==> src/rtl/pipe_ctrl_pkg.sv <==
// Shared definitions for the pipeline hazard/sequencing controller:
// stage bit indices, FSM encodings and the per-stage stall/flush masks.
package pipe_ctrl_pkg;

    localparam int STG_PC    = 0;
    localparam int STG_IFID  = 1;
    localparam int STG_IDEX  = 2;
    localparam int STG_EXMEM = 3;
    localparam int STG_WB    = 4;
    localparam int NUM_STG   = 5;

    localparam logic [1:0] ST_RUN        = 2'd0;
    localparam logic [1:0] ST_DIV_WAIT   = 2'd1;
    localparam logic [1:0] ST_TRAP_DRAIN = 2'd2;
    localparam logic [1:0] ST_TRAP_JUMP  = 2'd3;

    // Stage masks, bit0 = PC ... bit4 = MEM/WB
    localparam logic [NUM_STG-1:0] MASK_NONE      = 5'b00000;
    localparam logic [NUM_STG-1:0] MASK_ALL       = 5'b11111;
    localparam logic [NUM_STG-1:0] MASK_PC        = 5'b00001;
    localparam logic [NUM_STG-1:0] MASK_IFID      = 5'b00010;
    localparam logic [NUM_STG-1:0] MASK_IDEX      = 5'b00100;
    localparam logic [NUM_STG-1:0] MASK_WB        = 5'b10000;
    localparam logic [NUM_STG-1:0] MASK_FRONT     = 5'b00011;
    localparam logic [NUM_STG-1:0] MASK_FRONT_EX  = 5'b00110;
    localparam logic [NUM_STG-1:0] MASK_UPTO_MEM  = 5'b01111;
    localparam logic [NUM_STG-1:0] MASK_DRAIN     = 5'b01110;

    typedef struct packed {
        logic [NUM_STG-1:0] stall;
        logic [NUM_STG-1:0] flush;
    } ctrl_t;

endpackage

==> src/rtl/pipe_ctrl_load_use_det.sv <==
// Load-use hazard comparator: flags an ID instruction that reads the
// destination of a load currently in EX (x0 never hazards).
module load_use_det
    import pipe_ctrl_pkg::*;
#(
    parameter int REG_IDX_W = 5
) (
    input  logic [REG_IDX_W-1:0] id_rs1,
    input  logic [REG_IDX_W-1:0] id_rs2,
    input  logic                 id_rs1_rd,
    input  logic                 id_rs2_rd,
    input  logic                 ex_is_load,
    input  logic [REG_IDX_W-1:0] ex_rd,
    output logic                 hazard
);

    logic rs1_hit;
    logic rs2_hit;

    assign rs1_hit = id_rs1_rd && (id_rs1 == ex_rd);
    assign rs2_hit = id_rs2_rd && (id_rs2 == ex_rd);
    assign hazard  = ex_is_load && (ex_rd != '0) && (rs1_hit || rs2_hit);

endmodule

==> src/rtl/pipe_ctrl.sv <==
// Pipeline hazard and sequencing controller: per-stage stall/flush, PC
// redirect for branches and traps, divide/memory wait sequencing, stall counter.
module pipe_ctrl
    import pipe_ctrl_pkg::*;
#(
    parameter int ADDR_W    = 32,
    parameter int REG_IDX_W = 5,
    parameter int CNT_W     = 32
) (
    input  logic                 clk,
    input  logic                 rst,
    input  logic [REG_IDX_W-1:0] id_rs1,
    input  logic [REG_IDX_W-1:0] id_rs2,
    input  logic                 id_rs1_rd,
    input  logic                 id_rs2_rd,
    input  logic                 ex_is_load,
    input  logic [REG_IDX_W-1:0] ex_rd,
    input  logic                 ex_branch_taken,
    input  logic [ADDR_W-1:0]    ex_branch_target,
    input  logic                 ex_div_start,
    input  logic                 div_done,
    input  logic                 mem_busy,
    input  logic                 trap_req,
    input  logic [ADDR_W-1:0]    trap_vector,
    output logic [4:0]           stall_o,
    output logic [4:0]           flush_o,
    output logic                 redirect_o,
    output logic [ADDR_W-1:0]    redirect_addr_o,
    output logic                 trap_ack_o,
    output logic [CNT_W-1:0]     stall_cycles_o
);

    logic [1:0]        state;
    logic [1:0]        state_nxt;
    logic [ADDR_W-1:0] trap_vec_q;
    logic              vec_load;
    logic              load_use;
    ctrl_t             ctrl;
    logic              redirect;
    logic [ADDR_W-1:0] redirect_addr;
    logic              ack;

    load_use_det #(.REG_IDX_W(REG_IDX_W)) u_load_use_det (
        .id_rs1     (id_rs1),
        .id_rs2     (id_rs2),
        .id_rs1_rd  (id_rs1_rd),
        .id_rs2_rd  (id_rs2_rd),
        .ex_is_load (ex_is_load),
        .ex_rd      (ex_rd),
        .hazard     (load_use)
    );

    // RUN resolves hazards by fixed priority; a trap is only accepted from RUN,
    // so a request raised during a divide waits for the divide to finish.
    always_comb begin
        ctrl          = '{stall: MASK_NONE, flush: MASK_NONE};
        redirect      = 1'b0;
        redirect_addr = '0;
        ack           = 1'b0;
        vec_load      = 1'b0;
        state_nxt     = state;
        case (state)
            ST_RUN: begin
                if (trap_req) begin
                    ctrl      = '{stall: MASK_PC, flush: MASK_DRAIN};
                    vec_load  = 1'b1;
                    state_nxt = ST_TRAP_DRAIN;
                end else if (mem_busy) begin
                    ctrl = '{stall: MASK_ALL, flush: MASK_NONE};
                end else if (ex_div_start) begin
                    ctrl      = '{stall: MASK_UPTO_MEM, flush: MASK_WB};
                    state_nxt = ST_DIV_WAIT;
                end else if (ex_branch_taken) begin
                    ctrl          = '{stall: MASK_NONE, flush: MASK_FRONT_EX};
                    redirect      = 1'b1;
                    redirect_addr = ex_branch_target;
                end else if (load_use) begin
                    ctrl = '{stall: MASK_FRONT, flush: MASK_IDEX};
                end
            end
            ST_DIV_WAIT: begin
                if (div_done) begin
                    state_nxt = ST_RUN;
                end else if (mem_busy) begin
                    ctrl = '{stall: MASK_ALL, flush: MASK_NONE};
                end else begin
                    ctrl = '{stall: MASK_UPTO_MEM, flush: MASK_WB};
                end
            end
            ST_TRAP_DRAIN: begin
                ctrl = '{stall: MASK_PC, flush: MASK_DRAIN};
                if (!mem_busy) begin
                    state_nxt = ST_TRAP_JUMP;
                end
            end
            ST_TRAP_JUMP: begin
                ctrl          = '{stall: MASK_NONE, flush: MASK_IFID};
                redirect      = 1'b1;
                redirect_addr = trap_vec_q;
                ack           = 1'b1;
                state_nxt     = ST_RUN;
            end
            default: state_nxt = ST_RUN;
        endcase
    end

    assign stall_o         = rst ? MASK_NONE : ctrl.stall;
    assign flush_o         = rst ? MASK_NONE : ctrl.flush;
    assign redirect_o      = rst ? 1'b0 : redirect;
    assign redirect_addr_o = rst ? '0 : redirect_addr;
    assign trap_ack_o      = rst ? 1'b0 : ack;

    always_ff @(posedge clk) begin
        if (rst) begin
            state          <= ST_RUN;
            trap_vec_q     <= '0;
            stall_cycles_o <= '0;
        end else begin
            state <= state_nxt;
            if (vec_load) begin
                trap_vec_q <= trap_vector;
            end
            if (stall_o[STG_PC]) begin
                stall_cycles_o <= stall_cycles_o + CNT_W'(1);
            end
        end
    end

endmodule

==> config.mk <==
export PLATFORM = sky130hd
export DESIGN_NAME = pipe_ctrl
export DESIGN_NICKNAME = d
export VERILOG_FILES = /design/src/rtl/pipe_ctrl_pkg.sv /design/src/rtl/pipe_ctrl_load_use_det.sv /design/src/rtl/pipe_ctrl.sv
export SDC_FILE = /design/constraint.sdc
export NUM_CORES = 1
export LEC_CHECK = 0
export BUFFER_PORTS_ARGS = -buffer_cell sky130_fd_sc_hd__buf_2
export CAP_MARGIN = 20
export CORE_MARGIN = 2
export CORE_UTILIZATION = 47
export CTS_CLUSTER_DIAMETER = 30
export DETAILED_ROUTE_END_ITERATION = 7
export PLACE_DENSITY = 0.85
export SETUP_SLACK_MARGIN = 0.4
export SLEW_MARGIN = 20
export SYNTH_ARGS = -nofsm -noshare
export SYNTH_HDL_FRONTEND = slang
export SYNTH_SLANG_ARGS = --single-unit
==> constraint.sdc <==
create_clock -name clk -period 2.8 [get_ports clk]
set_input_delay 0 -clock clk [delete_from_list [all_inputs] [get_ports clk]]
set_output_delay 0 -clock clk [all_outputs]
set_load 0.05 [all_outputs]
-- After elaboration in Yosys (flattened, before gate mapping)
Cells that the tools add are included.
W data, S select, Z words.
- $add $sub $neg: 1
- eq/ne operators: 9
- muxes and demuxes: 32
- reduce and logical (&&, ||, !) cells: 8
- operators with widths (operator ; number):
    $mux W32 ; 5
    $pmux W32 S2 ; 1
    $mux W10 ; 4
    $pmux W10 S4 ; 1
    $add A32 B1 Y32 const B ; 1
    $mux W7 ; 2
    $eq A5 B5 Y1 ; 2
    $mux W2 ; 5
    $mux W5 ; 2
    $mux W1 ; 9
    $mux W9 ; 1
    $pmux W2 S4 ; 1
    $ne A3 B3 Y1 const B ; 2
    $reduce_bool A5 Y1 ; 1
    $eq A2 B2 Y1 const B ; 2
    $logic_and A1 B1 Y1 ; 4
    $ne A2 B2 Y1 const B ; 2
    $reduce_and A4 Y1 ; 1
    $eq A2 B1 Y1 const B ; 1
    $logic_not A2 Y1 ; 1
    $pmux W1 S2 ; 1
    $logic_or A1 B1 Y1 ; 1
- register bits: 66
- output and inout port bits: 76
- word-level logic and storage cells: 53

-- Logic depth before layout (Yosys ltp)
- depth in word-level cells: 11
- gate-level depth with buffers: 10

-- Cells and area by module
A second synthesis with hierarchy kept.
- cell total of the unflattened synthesis: 477
- area, all modules: 3622.2 um^2
- modules (own cells, without submodules) (module ; times used ; cells each ; area an instance (um^2) ; sequential area each (um^2)):
    pipe_ctrl ; 1 ; 460 ; 3488.3 ; 1321.3
    load_use_det ; 1 ; 17 ; 133.9 ; 0.0

-- Worst setup path after synthesis
Ideal clock, no wire load.
- path type: reg2reg
- from: reg stall_cycles_o[0]
- to: reg stall_cycles_o[28]
- data arrival time: 2.192 ns
- data required time: 2.730 ns
- path slack: 0.537 ns
- cell stages (with the launch flop): 8
- path buffers: 1
- period minus slack after synthesis: 2.263 ns
- cells stage by stage: dfxtp_1 > ha_1 > and3_1 > and3_1 > clkbuf_1 > nand4_1 > or4_1 > a21oi_1
- word-level cells in the longest chain between the ends: 1
- RTL lines (item ; line ; RTL):
    from (decl) ; pipe_ctrl.sv:30 ; output logic [CNT_W-1:0] stall_cycles_o
    from (signal assigned) ; pipe_ctrl.sv:124 ; stall_cycles_o <= stall_cycles_o + CNT_W'(1);
    $add A32 B1 Y32 ; pipe_ctrl.sv:124 ;
Every way passes these cells.
A chain may end at the register's enable or synchronous reset.

-- Worst setup path in the final report
- from: reg state[1]
- to: reg stall_cycles_o[18]
- word-level cells in the longest chain between the ends: 3
- elaborated cells between the ends (all ways): 6
- those cells by class: eq/ne (3); mux (2); reduce/logical (1)
- RTL lines (item ; line ; RTL):
    from (decl) ; pipe_ctrl.sv:33 ; logic [1:0] state;
    from (signal assigned) ; pipe_ctrl.sv:119 ; state <= state_nxt;
    $eq A2 B2 Y1 (tied with other cells) ; pipe_ctrl.sv:62 ; case (state)
    $pmux W10 S4 * ; pipe_ctrl.sv:62 ;
    $mux W5 * ; pipe_ctrl.sv:107 ; assign stall_o = rst ? MASK_NONE : ctrl.stall;
Every way passes the cells marked *; elsewhere a longest branch is shown, timed or not.

==> run_results.csv <==
group,metric,value,unit
run_status,outcome,"completed",
worst_setup_path,path_class,"register to register",
synthesis,post_synth_and_or_nand_nor_area_fraction,28.7,%
clocking,clk_pin_slew,0.08,ns
synthesis,synth_fa_ha_area_share,1.73,%
run,cap_violations,0,
power_and_ir_drop,seqPwrFrac,29.8,%
route,wl_per_cell,15.2,um
worst_setup_path,critPathArrivalTime,2.57,ns
worst_setup_path,critPathSlowestCell,"or4_4",
synthesis,synth-xor-area-share,2.66,%
global_routing,grt_pass1_wl,18400,um
synthesis,ys_top_cells_by_area,"dfxtp_1 (37%), a21oi_1 (8.3%), nand2_1 (8.3%)",
power_and_ir_drop,switchingPower,1.55,mW
synthesis,synth_top_cells_by_count,"nand2_1 (80), dfxtp_1 (66), a21oi_1 (60)",
synthesis,yosysWarnings,0,
power_and_ir_drop,p_clk_share,26.1,%
worst_setup_path,path_cells,"inv_2 > ha_1 > nor2b_2 > nor3_1 > nor3_2 > a21oi_4 > buf_12 > or4_4 > a21oi_2",
floorplanning,die_x,91.7,um
timing,finClkSkew,0.00792,ns
power_and_ir_drop,p_leak,2.22,nW
placement,dp_hpwl,7350,um
synthesis,synth_compound_area_share,23.4,%
global_routing,grt_pass1_vias,3969,
global_routing,antenna_found_initial,0,
power_and_ir_drop,p_sw_share,40.4,%
power_and_ir_drop,p_int,2.28,mW
placement,gp_congestion,0.906,
synthesis,synth_seq_cells,66,
route,drt_iter0_drc,223,
layout,area_growth,41.8,%
layout,nets,757,
route,via_count,4315,
synthesis,synth_cell_type_count,43,
synthesis,synth_top_family_by_area,"simple AND/OR/NAND/NOR gates",
timing,post-route-period-util,82.8,%
layout,drive_gt1_share,31.7,%
synthesis,ys_seq_area_share,36.5,%
worst_setup_path,cp_data_required_time,3.05,ns
global_routing,overflow,0,
timing,fmax,431,MHz
synthesis,synthMuxAreaShare,1.11,%
synthesis,syn_nets,575,
clocking,cts_sinks,66,
timing,hold_viol,0,
timing,rsz0062_at_grt,"yes",
clocking,cts_tree,"done",
timing,slew_viol_final,0,
power_and_ir_drop,ir_worst_vdd,284,uV
synthesis,synth_top_cell_area_share,36.5,%
route,drt-vias-per-instance,5.63,
synthesis,yosysMostFrequentCell,"nand2_1",
worst_setup_path,crit_buf_inv,2,
timing,finalSetupViolations,0,
floorplanning,core_area,0.00737,mm^2
worst_setup_path,worstPathMaxFanout,9,
synthesis,synth-edff-count,0,
layout,fillers,593,
hold_path,hp-class,"input pin to register",
clocking,cts_max_level,3,
route,first_pass_iters,5,
timing,period_needed,2.32,ns
worst_setup_path,critPathCaptureType,"register",
global_routing,grt_max_degree,70,
clocking,clock-root-buffer,"clkbuf_8",
route,drc,0,
clocking,cts_buffer_depth,2,
floorplanning,die_y,91.7,um
timing,tightest_slew,0.729,ns
worst_setup_path,critPathLaunchType,"register",
synthesis,yosys.area.top_type,"dfxtp_1",
synthesis,syn-instance-count,481,
route,antenna_left,0,
layout,insertedDiodeCount,0,
floorplanning,ios,165,
worst_setup_path,cpPeakStageDelay,0.51,ns
floorplanning,start_util,49.1,%
worst_setup_path,critical_path.top_delay_family,"simple AND/OR/NAND/NOR gates",
floorplanning,rows,31,
synthesis,synthArstFlopShare,0,%
clocking,cts_buffers,9,
power_and_ir_drop,pwr-share-comb,44.0,%
timing,fin_hold_ws,0.113,ns
placement,port_buffers,163,
floorplanning,fp.dieArea,0.00841,mm^2
clocking,clk_latency,0.33,ns
timing,setup_tns,0,ns
timing,max_slew_margin,51.4,%
synthesis,synth_ff_type,"dfxtp_1",
synthesis,synth.cell_area,0.00362,mm^2
power_and_ir_drop,powerDensity,748,mW/mm^2
route,routed_wirelength,11700,um
global_routing,grt_use_total,26.5,%
synthesis,synth_area_per_cell,7.52,um^2
==> metrics by stage <==
stage,std cells,util (%),setup slack (ns),total power [mW],cell area (um^2)
after floorplan,481,-,0.537,2.28,3620
after global placement,712,60.1,0.392,2.48,4430
after detailed placement,712,60.1,0.287,2.52,4430
after CTS,761,68.0,0.407,3.59,5010
after global routing,767,69.6,0.400,4.05,5130
final,767,69.6,0.480,3.83,5130
==> layout make-up <==
type	count	area, um^2	share of cell area, %
clock buffer	10	138	2.68
clock inverter	6	114	2.22
inverter	4	15.0	0.293
multi-input combinational	374	2140	41.7
sequential	66	1320	25.8
tap	99	124	2.42
timing repair buffer	208	1280	24.9
==> registers in the layout, indices dropped and copies added (netlist names) <==
signal / flops
stall_cycles_o: 32
trap_vec_q: 32
state: 2
==> power groups by stage <==
| stage | Combinational, mW | Clock (mW) | Sequential (mW) |
|---|---|---|---|
| final | 1.69 | 1.00 | 1.14 |
| after CTS | 1.44 | 1.01 | 1.14 |
| after global placement | 1.33 | 0 | 1.15 |
| after floorplan | 1.10 | 0 | 1.18 |
| after detailed placement | 1.37 | 0 | 1.16 |
| after global routing | 1.82 | 1.07 | 1.16 |
==> kinds of logic after synthesis <==
kind of cell             after synthesis
other                                  1
AO/OA/AOI/OAI                        135
XOR/XNOR                              11
adder cells (fa/ha/maj)                5
flip-flops                            66
multiplexers                           3
buffers and inverters                 42
AND/OR/NAND/NOR                      218
==> path summary, 6_finish.rpt <==
kind	depth (start not counted)	slack [ns]	end	startpoint
max reg2reg	9	0.48	stall_cycles_o[18]	state[1]
min reg2reg	2	0.46	trap_vec_q[5]	trap_vec_q[5]
max	9	0.48	stall_cycles_o[18]	state[1]
min	4	0.11	state[1]	div_done
==> layer usage <==
layer / up-vias / track usage [%] / wire length (um)
met5: - / 0 / 0
met4: 0 / 9.70 / 257
met3: 26 / 6.98 / 935
met2: 213 / 44.3 / 5760
met1: 2004 / 32.8 / 4730
li1: 2072 / - / -
==> worst register-to-register path: stages, from the launching register on <==
cell and delay (ns):
dfxtp_2 0.36, inv_2 0.08, ha_1 0.16, nor2b_2 0.16, nor3_1 0.08, nor3_2 0.37, a21oi_4 0.18, buf_12 0.18
or4_4 0.51, a21oi_2 0.16
==> cells in the final DEF, fill, tap and decap left out, types with 3 or more instances in the layout <==
cell type and instances:
a21oi_1 58, a21oi_2 3, a22oi_1 32, and2_1 4, and3_1 11, buf_2 163
buf_4 10, bufinv_16 3, clkbuf_8 10, dfxtp_1 65, dlygate4sd3_1 32, ha_1 3
inv_1 3, nand2_1 80, nand2b_1 3, nand3_1 15, nand4_1 10, nor2_1 49
nor2b_1 3, nor3_1 8, nor3_2 3, o21a_1 11, o21ai_1 14, o31ai_1 8
or3_1 15, or4_1 8, xnor2_1 10
==> what timing repair did <==
item / in CTS / in global routing
buffers inserted: 0 / 5
pin swaps: 0 / 3
hold endpoints to repair: 32 / 0
resized for setup: 1 / 10
gates cloned: 1 / 1
endpoints found under the setup margin: 20 / 50
hold buffers: 32 / 0
Note: power is estimated with default switching activity, not from simulation.
